### config.mk
export PLATFORM = sky130hd
export DESIGN_NAME = uint8_to_float
export DESIGN_NICKNAME = d
export VERILOG_FILES = /design/src/rtl/float_pkg.sv /design/src/rtl/uint8_to_float_lzc8.sv /design/src/rtl/uint8_to_float.sv
export SDC_FILE = /design/constraint.sdc
export NUM_CORES = 1
export LEC_CHECK = 0
export CORE_MARGIN = 2
export CORE_UTILIZATION = 34
export DETAILED_ROUTE_END_ITERATION = 10
export GPL_TIMING_DRIVEN = 0
export PLACE_DENSITY = 0.68
export SLEW_MARGIN = 20
export SYNTH_ARGS = -nofsm -noshare
export SYNTH_HDL_FRONTEND = slang
export SYNTH_HIERARCHICAL = 1
export SYNTH_SLANG_ARGS = --single-unit
### constraint.sdc
create_clock -name aclk -period 2.04 [get_ports aclk]
set_clock_uncertainty 0.2 [all_clocks]
set_input_delay 0.306 -clock aclk [delete_from_list [all_inputs] [get_ports aclk]]
set_output_delay 0.306 -clock aclk [all_outputs]
set_load 0.01 [all_outputs]
### src/rtl/float_pkg.sv
// Float format constants shared by the float pixel-pipeline operator blocks.
// Combinational helpers only; no state and no latency.
// No flow control; the helpers are evaluated at elaboration time.
//
// Contents:
//   fmt_exp_w / fmt_man_w / fmt_bias : per-width IEEE-754 field geometry
//   fmt_legal                        : only binary32 and binary64 are supported
//   FLOAT_255_64 / FLOAT_255_32      : 255.0, the upper bound of the float clamp stage
package float_pkg;

    localparam int EXP_W_64 = 11;
    localparam int MAN_W_64 = 52;
    localparam int BIAS_64  = 1023;

    localparam int EXP_W_32 = 8;
    localparam int MAN_W_32 = 23;
    localparam int BIAS_32  = 127;

    localparam logic [63:0] FLOAT_255_64 = 64'h406FE00000000000;
    localparam logic [31:0] FLOAT_255_32 = 32'h437F0000;

    function automatic bit fmt_legal(input int size);
        return (size == 64) || (size == 32);
    endfunction

    function automatic int fmt_exp_w(input int size);
        return (size == 32) ? EXP_W_32 : EXP_W_64;
    endfunction

    function automatic int fmt_man_w(input int size);
        return (size == 32) ? MAN_W_32 : MAN_W_64;
    endfunction

    function automatic int fmt_bias(input int size);
        return (size == 32) ? BIAS_32 : BIAS_64;
    endfunction

endpackage

### src/rtl/uint8_to_float_lzc8.sv
// 8-bit leading-one priority encoder.
// Purely combinational, zero latency.
// No flow control.
//
// Ports:
//   i_dat  : value to scan
//   o_pos  : bit index of the most significant set bit (0 when the input is 0)
//   o_zero : input is all zeros
module lzc8 (
    input  logic [7:0] i_dat,
    output logic [2:0] o_pos,
    output logic       o_zero
);

    always_comb begin
        o_pos  = 3'd0;
        o_zero = 1'b0;
        casez (i_dat)
            8'b1???????: o_pos = 3'd7;
            8'b01??????: o_pos = 3'd6;
            8'b001?????: o_pos = 3'd5;
            8'b0001????: o_pos = 3'd4;
            8'b00001???: o_pos = 3'd3;
            8'b000001??: o_pos = 3'd2;
            8'b0000001?: o_pos = 3'd1;
            8'b00000001: o_pos = 3'd0;
            default:     o_zero = 1'b1;
        endcase
    end

endmodule

### src/rtl/uint8_to_float.sv
// Converts an unsigned 8-bit pixel value into an exact IEEE-754 float of width SIZE.
// Latency 2 cycles input handshake to result valid; 1 beat/cycle throughput.
// Full backpressure: two beats held internally, s_axis_a_tready is combinational from m_axis_result_tready.
//
// Ports:
//   aclk, aresetn                     : clock, asynchronous active-low reset
//   s_axis_a_tdata/tvalid/tready      : 8-bit unsigned input stream
//   m_axis_result_tdata/tvalid/tready : SIZE-bit float result stream
module uint8_to_float
    import float_pkg::*;
#(
    parameter int SIZE = 64
) (
    input  logic            aclk,
    input  logic            aresetn,
    input  logic [7:0]      s_axis_a_tdata,
    input  logic            s_axis_a_tvalid,
    output logic            s_axis_a_tready,
    output logic [SIZE-1:0] m_axis_result_tdata,
    output logic            m_axis_result_tvalid,
    input  logic            m_axis_result_tready
);

    localparam int EXP_W = fmt_exp_w(SIZE);
    localparam int MAN_W = fmt_man_w(SIZE);
    localparam int BIAS  = fmt_bias(SIZE);

    generate
        if (!fmt_legal(SIZE)) begin : g_bad_size
            $error("uint8_to_float: SIZE must be 32 or 64");
        end
    endgenerate

    // Stage 1 state
    logic            r_v1;
    logic [7:0]      r_d1;
    logic [2:0]      r_p1;
    logic            r_z1;

    // Stage 2 state (drives the output port directly)
    logic            r_v2;
    logic [SIZE-1:0] r_d2;

    logic            w_adv1;
    logic            w_adv2;
    logic [2:0]      w_pos;
    logic            w_zero;
    logic [EXP_W-1:0] w_exp;
    logic [7:0]      w_man8;
    logic [SIZE-1:0] w_res;

    // A stage may load whenever it is empty or its contents move on this edge.
    assign w_adv2 = !r_v2 || m_axis_result_tready;
    assign w_adv1 = !r_v1 || w_adv2;

    assign s_axis_a_tready      = w_adv1;
    assign m_axis_result_tvalid = r_v2;
    assign m_axis_result_tdata  = r_d2;

    lzc8 u_lzc8 (
        .i_dat  (s_axis_a_tdata),
        .o_pos  (w_pos),
        .o_zero (w_zero)
    );

    always_ff @(posedge aclk or negedge aresetn) begin
        if (!aresetn) begin
            r_v1 <= 1'b0;
            r_d1 <= 8'd0;
            r_p1 <= 3'd0;
            r_z1 <= 1'b0;
        end else if (w_adv1) begin
            r_v1 <= s_axis_a_tvalid;
            r_d1 <= s_axis_a_tdata;
            r_p1 <= w_pos;
            r_z1 <= w_zero;
        end
    end

    // Unbiased exponent equals the leading-one position, so no normalisation loop.
    assign w_exp = EXP_W'(BIAS) + EXP_W'(r_p1);

    // Shifting the leading one out of the 8-bit field leaves the fraction bits
    // left-justified; a shift of 8 (value 1) yields an empty fraction.
    assign w_man8 = r_d1 << (4'd8 - {1'b0, r_p1});

    // Every 8-bit value fits in the fraction exactly, so the low bits are zero.
    assign w_res = r_z1 ? '0 : {1'b0, w_exp, w_man8, {(MAN_W-8){1'b0}}};

    always_ff @(posedge aclk or negedge aresetn) begin
        if (!aresetn) begin
            r_v2 <= 1'b0;
            r_d2 <= '0;
        end else if (w_adv2) begin
            r_v2 <= r_v1;
            r_d2 <= w_res;
        end
    end

endmodule

# Word level (Yosys, flattened, before mapping)
# Cells that the tools add are included.
[word_totals]
regBits = 78
in_bits = 12
output_inout_bits = 66
wordCells = 24
[op_classes]
addsub = 2
eq_ne = 7
n_shift = 1
n_mux = 3
reduce_logical = 5
[ops]
columns = ["op", "count"]
rows = [
  ["2-to-1 mux 63 bit", 1],
  ["one-hot mux 3 bit (7 select lines)", 1],
  ["adder 10 x 3 -> 11 bit (first input constant)", 1],
  ["== test 8 x 1 -> 1 bit (second input constant)", 1],
  ["OR reduction 8 bit", 1],
  ["left shift 8 x 4 -> 8 bit", 1],
  ["== test 7 x 1 -> 1 bit (second input constant)", 1],
  ["== test 6 x 1 -> 1 bit (second input constant)", 1],
  ["== test 5 x 1 -> 1 bit (second input constant)", 1],
  ["== test 4 x 1 -> 1 bit (second input constant)", 1],
  ["subtractor 4 x 3 -> 4 bit (first input constant)", 1],
  ["== test 3 x 1 -> 1 bit (second input constant)", 1],
  ["== test 2 x 1 -> 1 bit (second input constant)", 1],
  ["logical NOT 1 bit", 2],
  ["logical OR 1 bit", 2],
  ["2-to-1 mux 1 bit", 1],
]

# Longest topological paths before layout
[logic_depth]
depth_word = 3
depth_mapped = 8
mapped_depth_nobuf = 6

# By module
# The synthesis kept the hierarchy.
[by_module_without_submodules]
columns = ["mod", "instances", "cells_per_inst", "area_per_inst_um2", "seq_area_each_um2"]
rows = [
  ["uint8_to_float", 1, 160, 1714.1, 700.7],
  ["lzc8", 1, 11, 67.6, 0.0],
]

# Least setup slack after synthesis
# OpenSTA, ideal clock, no wires.
[synth_path]
path_type = "register to register"
start = "register r_p1[0]"
end = "register r_d2[50], in the netlist m_axis_result_tdata[50]"
setup_time_ps = 126
arrival_time_ps = 1704
required_ps = 1714
slack_ps = 10
path_stages_with_launch = 9
path_buffers = 2
synth_period_minus_slack_ps = 2030
path_cell_list = "dfrtp_1 buf_6 inv_2 ha_1 buf_6 mux2_4 nand2_1 o21ai_1 a221o_1"
[synth_between]
elab_chain_len = 3
[synth_lines]
columns = ["element", "line_no", "rtl"]
rows = [
  ["start: declaration", "uint8_to_float.sv:37", "logic [2:0] r_p1;"],
  ["start signal: assignment", "uint8_to_float.sv:75", "r_p1 <= w_pos;"],
  ["subtractor 4 x 3 -> 4 bit", "uint8_to_float.sv:85", "assign w_man8 = r_d1 << (4'd8 - {1'b0, r_p1});"],
  ["left shift 8 x 4 -> 8 bit", "uint8_to_float.sv:85", ""],
  ["2-to-1 mux 63 bit", "uint8_to_float.sv:88", "assign w_res = r_z1 ? '0 : {1'b0, w_exp, w_man8, {(MAN_W-8){1'b0}}};"],
  ["end signal: assignment", "uint8_to_float.sv:96", "r_d2 <= w_res;"],
  ["end: declaration", "uint8_to_float.sv:42", "logic [SIZE-1:0] r_d2;"],
]
# No other way between the ends.
# A chain may end at the register's enable or synchronous reset.

# Final worst setup path
[layout_path]
start = "register r_p1[0]"
end = "register r_d2[51], in the netlist m_axis_result_tdata[51]"
# The elaborated chain is that of the path after synthesis.

==> metrics.txt <==
status=completed; Area contributors post-synth=dfrtp_1, buf_4, mux2_2; Syn Inst Count=171; vias in the first global route=~1100; Worst-Skew Late Latency=0.27 ns; post-layout util=just under 50%; Hold Path Origin=m_axis_result_tdata[52]; final WL=just over 3000 um; async set-reset flop share out of synthesis=100%; Final min period=between 1.5 and 2 ns; initial antenna violation count=0; Design Area, Final=roughly 2500 um2; Peak VDD IR=around 0.0004 V; arrival time at the worst endpoint=between 1.5 and 2 ns; Placement Setup Slack=-0.283 ns; Lkg Pwr=between 1 and 1.5 nW; layout cell share with drive strength beyond 1=a little over a third; Post-synth top cells=buf_4, dfrtp_1, nand2_1, mux2_2, mux2i_1; Clk pwr share=17.5%; # H-tree levels=1; CTS sink cnt=28; die height=between 70 and 80 um; Yosys top cell area share=between 30% and 40%; Worst Path Required=about 2 ns; via count=between 1000 and 1500; hold worst-path end=m_axis_result_tdata[52]; first-pass iteration count of the detailed router=4; TritonCTS clock tree=yes; combinational power share=about two fifths; Die Area=approximately 5800 um2; detailed-route DRC error count=0; Root Driver=clkbuf_8; core area=between 5000 and 6000 um2; Die Wd=~76 um; Synth Flop Type=dfrtp_1; vias per std cell=around 3.9; post-route ant nets=0; Max Cap Viol=0; worst setup path startpoint=r_p1[0]; I/O pin count=78; Placement Cell Area=2350 um2; setup ws final=about 0.052 ns; RSZ-0062 raised after global routing=true; Tot GR Track Use=about a tenth; CP max FO=8; Worst R2R Setup Slack=0.05 ns; #FFs+latches synth=28; Worst Hold Slack=between 0.2 and 0.3 ns; reg2reg start=r_p1[0]; NetSw=between 400 and 500 uW; count of cell types in the netlist=41; cells on worst reg2reg path=7; critical path class=register to register; gp weighted congestion=0.825; Yosys warnings=6; DR WL/cell=9.50 um; Power Density=around 660 nW/um2; critical path capture point type=register; Area Growth Syn to Fin=39.3%; initial core utilization=a little over a third; FMAX=around 500 MHz; most frequent cell after synthesis=buf_4; clk buf depth=2; final hold viol count=0; Mapped Area=~1800 um2; Port Buf Inserts=32; clock transition at the registers of the reported paths=approximately 0.080 ns; num rows=26; Slew Viols, Final=0; ant diodes=0; crit start category=register; largest net degree at the start of global routing=29; Post-synth EDFFs=0; period utilization=97.4%; hold path depth=1; DPL Wire Length=roughly 2500 um; FF-to-FF End=m_axis_result_tdata[51]; number of fill cells=between 400 and 500; Tightest Hold Check Type=register to register; Seq pwr share=42.1%; Post-layout nets=274; normalized max-slew margin=58.6%; grt total ovfl=0; first-pass GRT wire length=about 5000 um; actual slew at the worst max-slew pin=0.621 ns; TritonCTS buffer count=3; Seq/Total Area, Yosys=39.3%; Setup Viol. Count Final=0; Pint=~1.2 mW; switching part of the total power=~30%; Avg Cell Area, Syn=between 10 and 15 um2; DR iter-0 viols=29; Yosys top cell by area=dfrtp_1
[cell usage in the layout, fill, tap and decap left out, types with 3 or more instances in the layout]
cell type and count:
buf_4 57, conb_1 45, clkdlybuf4s50_1 30, dfrtp_1 28, nand2_1 10, mux2_2 9
o21ai_0 5, o31ai_1 5, nor2_1 5, inv_1 4, mux2i_1 4, a21oi_1 4
o21ai_1 3, nand2b_1 3, a22o_1 3, clkbuf_8 3
[through the flow]
stage          total power [mW]  TNS, ns  std cells
4_1_cts                    1.66        0        327
3_5_place_dp               1.30   -0.550        317
3_3_place_gp               1.30   -0.526        317
5_1_grt                    1.74  -0.0279        327
6_report                   1.64        0        327
2_1_floorplan              1.08        0        215
[area by class of cell]
| type | count | area [um2] | area share [%] |
|---|---|---|---|
| Buffer | 54 | 408 | 16.4 |
| Sequential cell | 28 | 701 | 28.2 |
| Clock buffer | 3 | 41.3 | 1.66 |
| Tap cell | 70 | 87.6 | 3.53 |
| Multi-Input combinational cell | 126 | 823 | 33.2 |
| Timing Repair Buffer | 41 | 397 | 16.0 |
| Inverter | 5 | 23.8 | 0.958 |
[power by group through the flow]
stage               Sequential [mW]  Combinational (mW)  Clock [mW]
finish                        0.692               0.665       0.288
global route                  0.702               0.720       0.316
CTS                           0.694               0.663       0.300
detailed placement            0.704               0.598           0
global placement              0.703               0.592           0
floorplan                     0.723               0.356           0
[critical path, cell delays in order (launching register included)]
cell     delay (ns)
dfrtp_1        0.37
buf_6          0.12
inv_6          0.05
ha_4           0.32
mux2i_2        0.25
mux2i_1        0.12
and3_1         0.19
a221o_1        0.25
[worst max-delay path by stage]
stage / end / depth (start not counted) / slack [ns]
2_1_floorplan: m_axis_result_tdata[50] / 8 / 0.01
3_3_place_gp: s_axis_a_tready / 5 / -0.29
3_5_place_dp: s_axis_a_tready / 5 / -0.28
4_1_cts: m_axis_result_tdata[51] / 8 / 0.04
5_1_grt: m_axis_result_tdata[51] / 7 / -0.03
6_report: m_axis_result_tdata[51] / 7 / 0.05
[cells by family (layout without fill, tap and decap cells)]
| group | count (synthesis) | in the layout | share of synthesized area, % |
|---|---|---|---|
| buffers and inverters | 61 | 103 | 24.9 |
| and+or+nand+nor | 33 | 33 | 11.9 |
| DFF | 28 | 28 | 39.3 |
| AOI/OAI and AO/OA | 27 | 27 | 10.5 |
| muxes | 17 | 17 | 10.5 |
| adders and majority gates | 3 | 3 | 2.11 |
| other | 1 | 45 | 0.210 |
| xor gates and xnor gates | 1 | 1 | 0.492 |
[metal layers]
layer	GRT usage [%]	share of wire [%]	wire, um
met1	12.8	47	1470
met2	17.3	45	1390
met5	0	0	0
met4	2.18	0.64	20
met3	3.20	7.2	225
[state kept, by name, summed over array words and instances, names as in the netlist]
register              count
m_axis_result_tdata      14
r_d1                      8
r_p1                      3
m_axis_result_tvalid      1
r_v1                      1
r_z1                      1
[repair_timing]
action | in CTS | in global routing
gates resized for setup | 6 | 0
pin swaps | 0 | 0
hold buffers | 1 | 0
cloned | 0 | 0
endpoints found under the setup margin | 3 | 2
setup buffers | 7 | 1
endpoints found under the hold margin | 28 | 0
No activity file was read; power rests on OpenSTA's default activity.
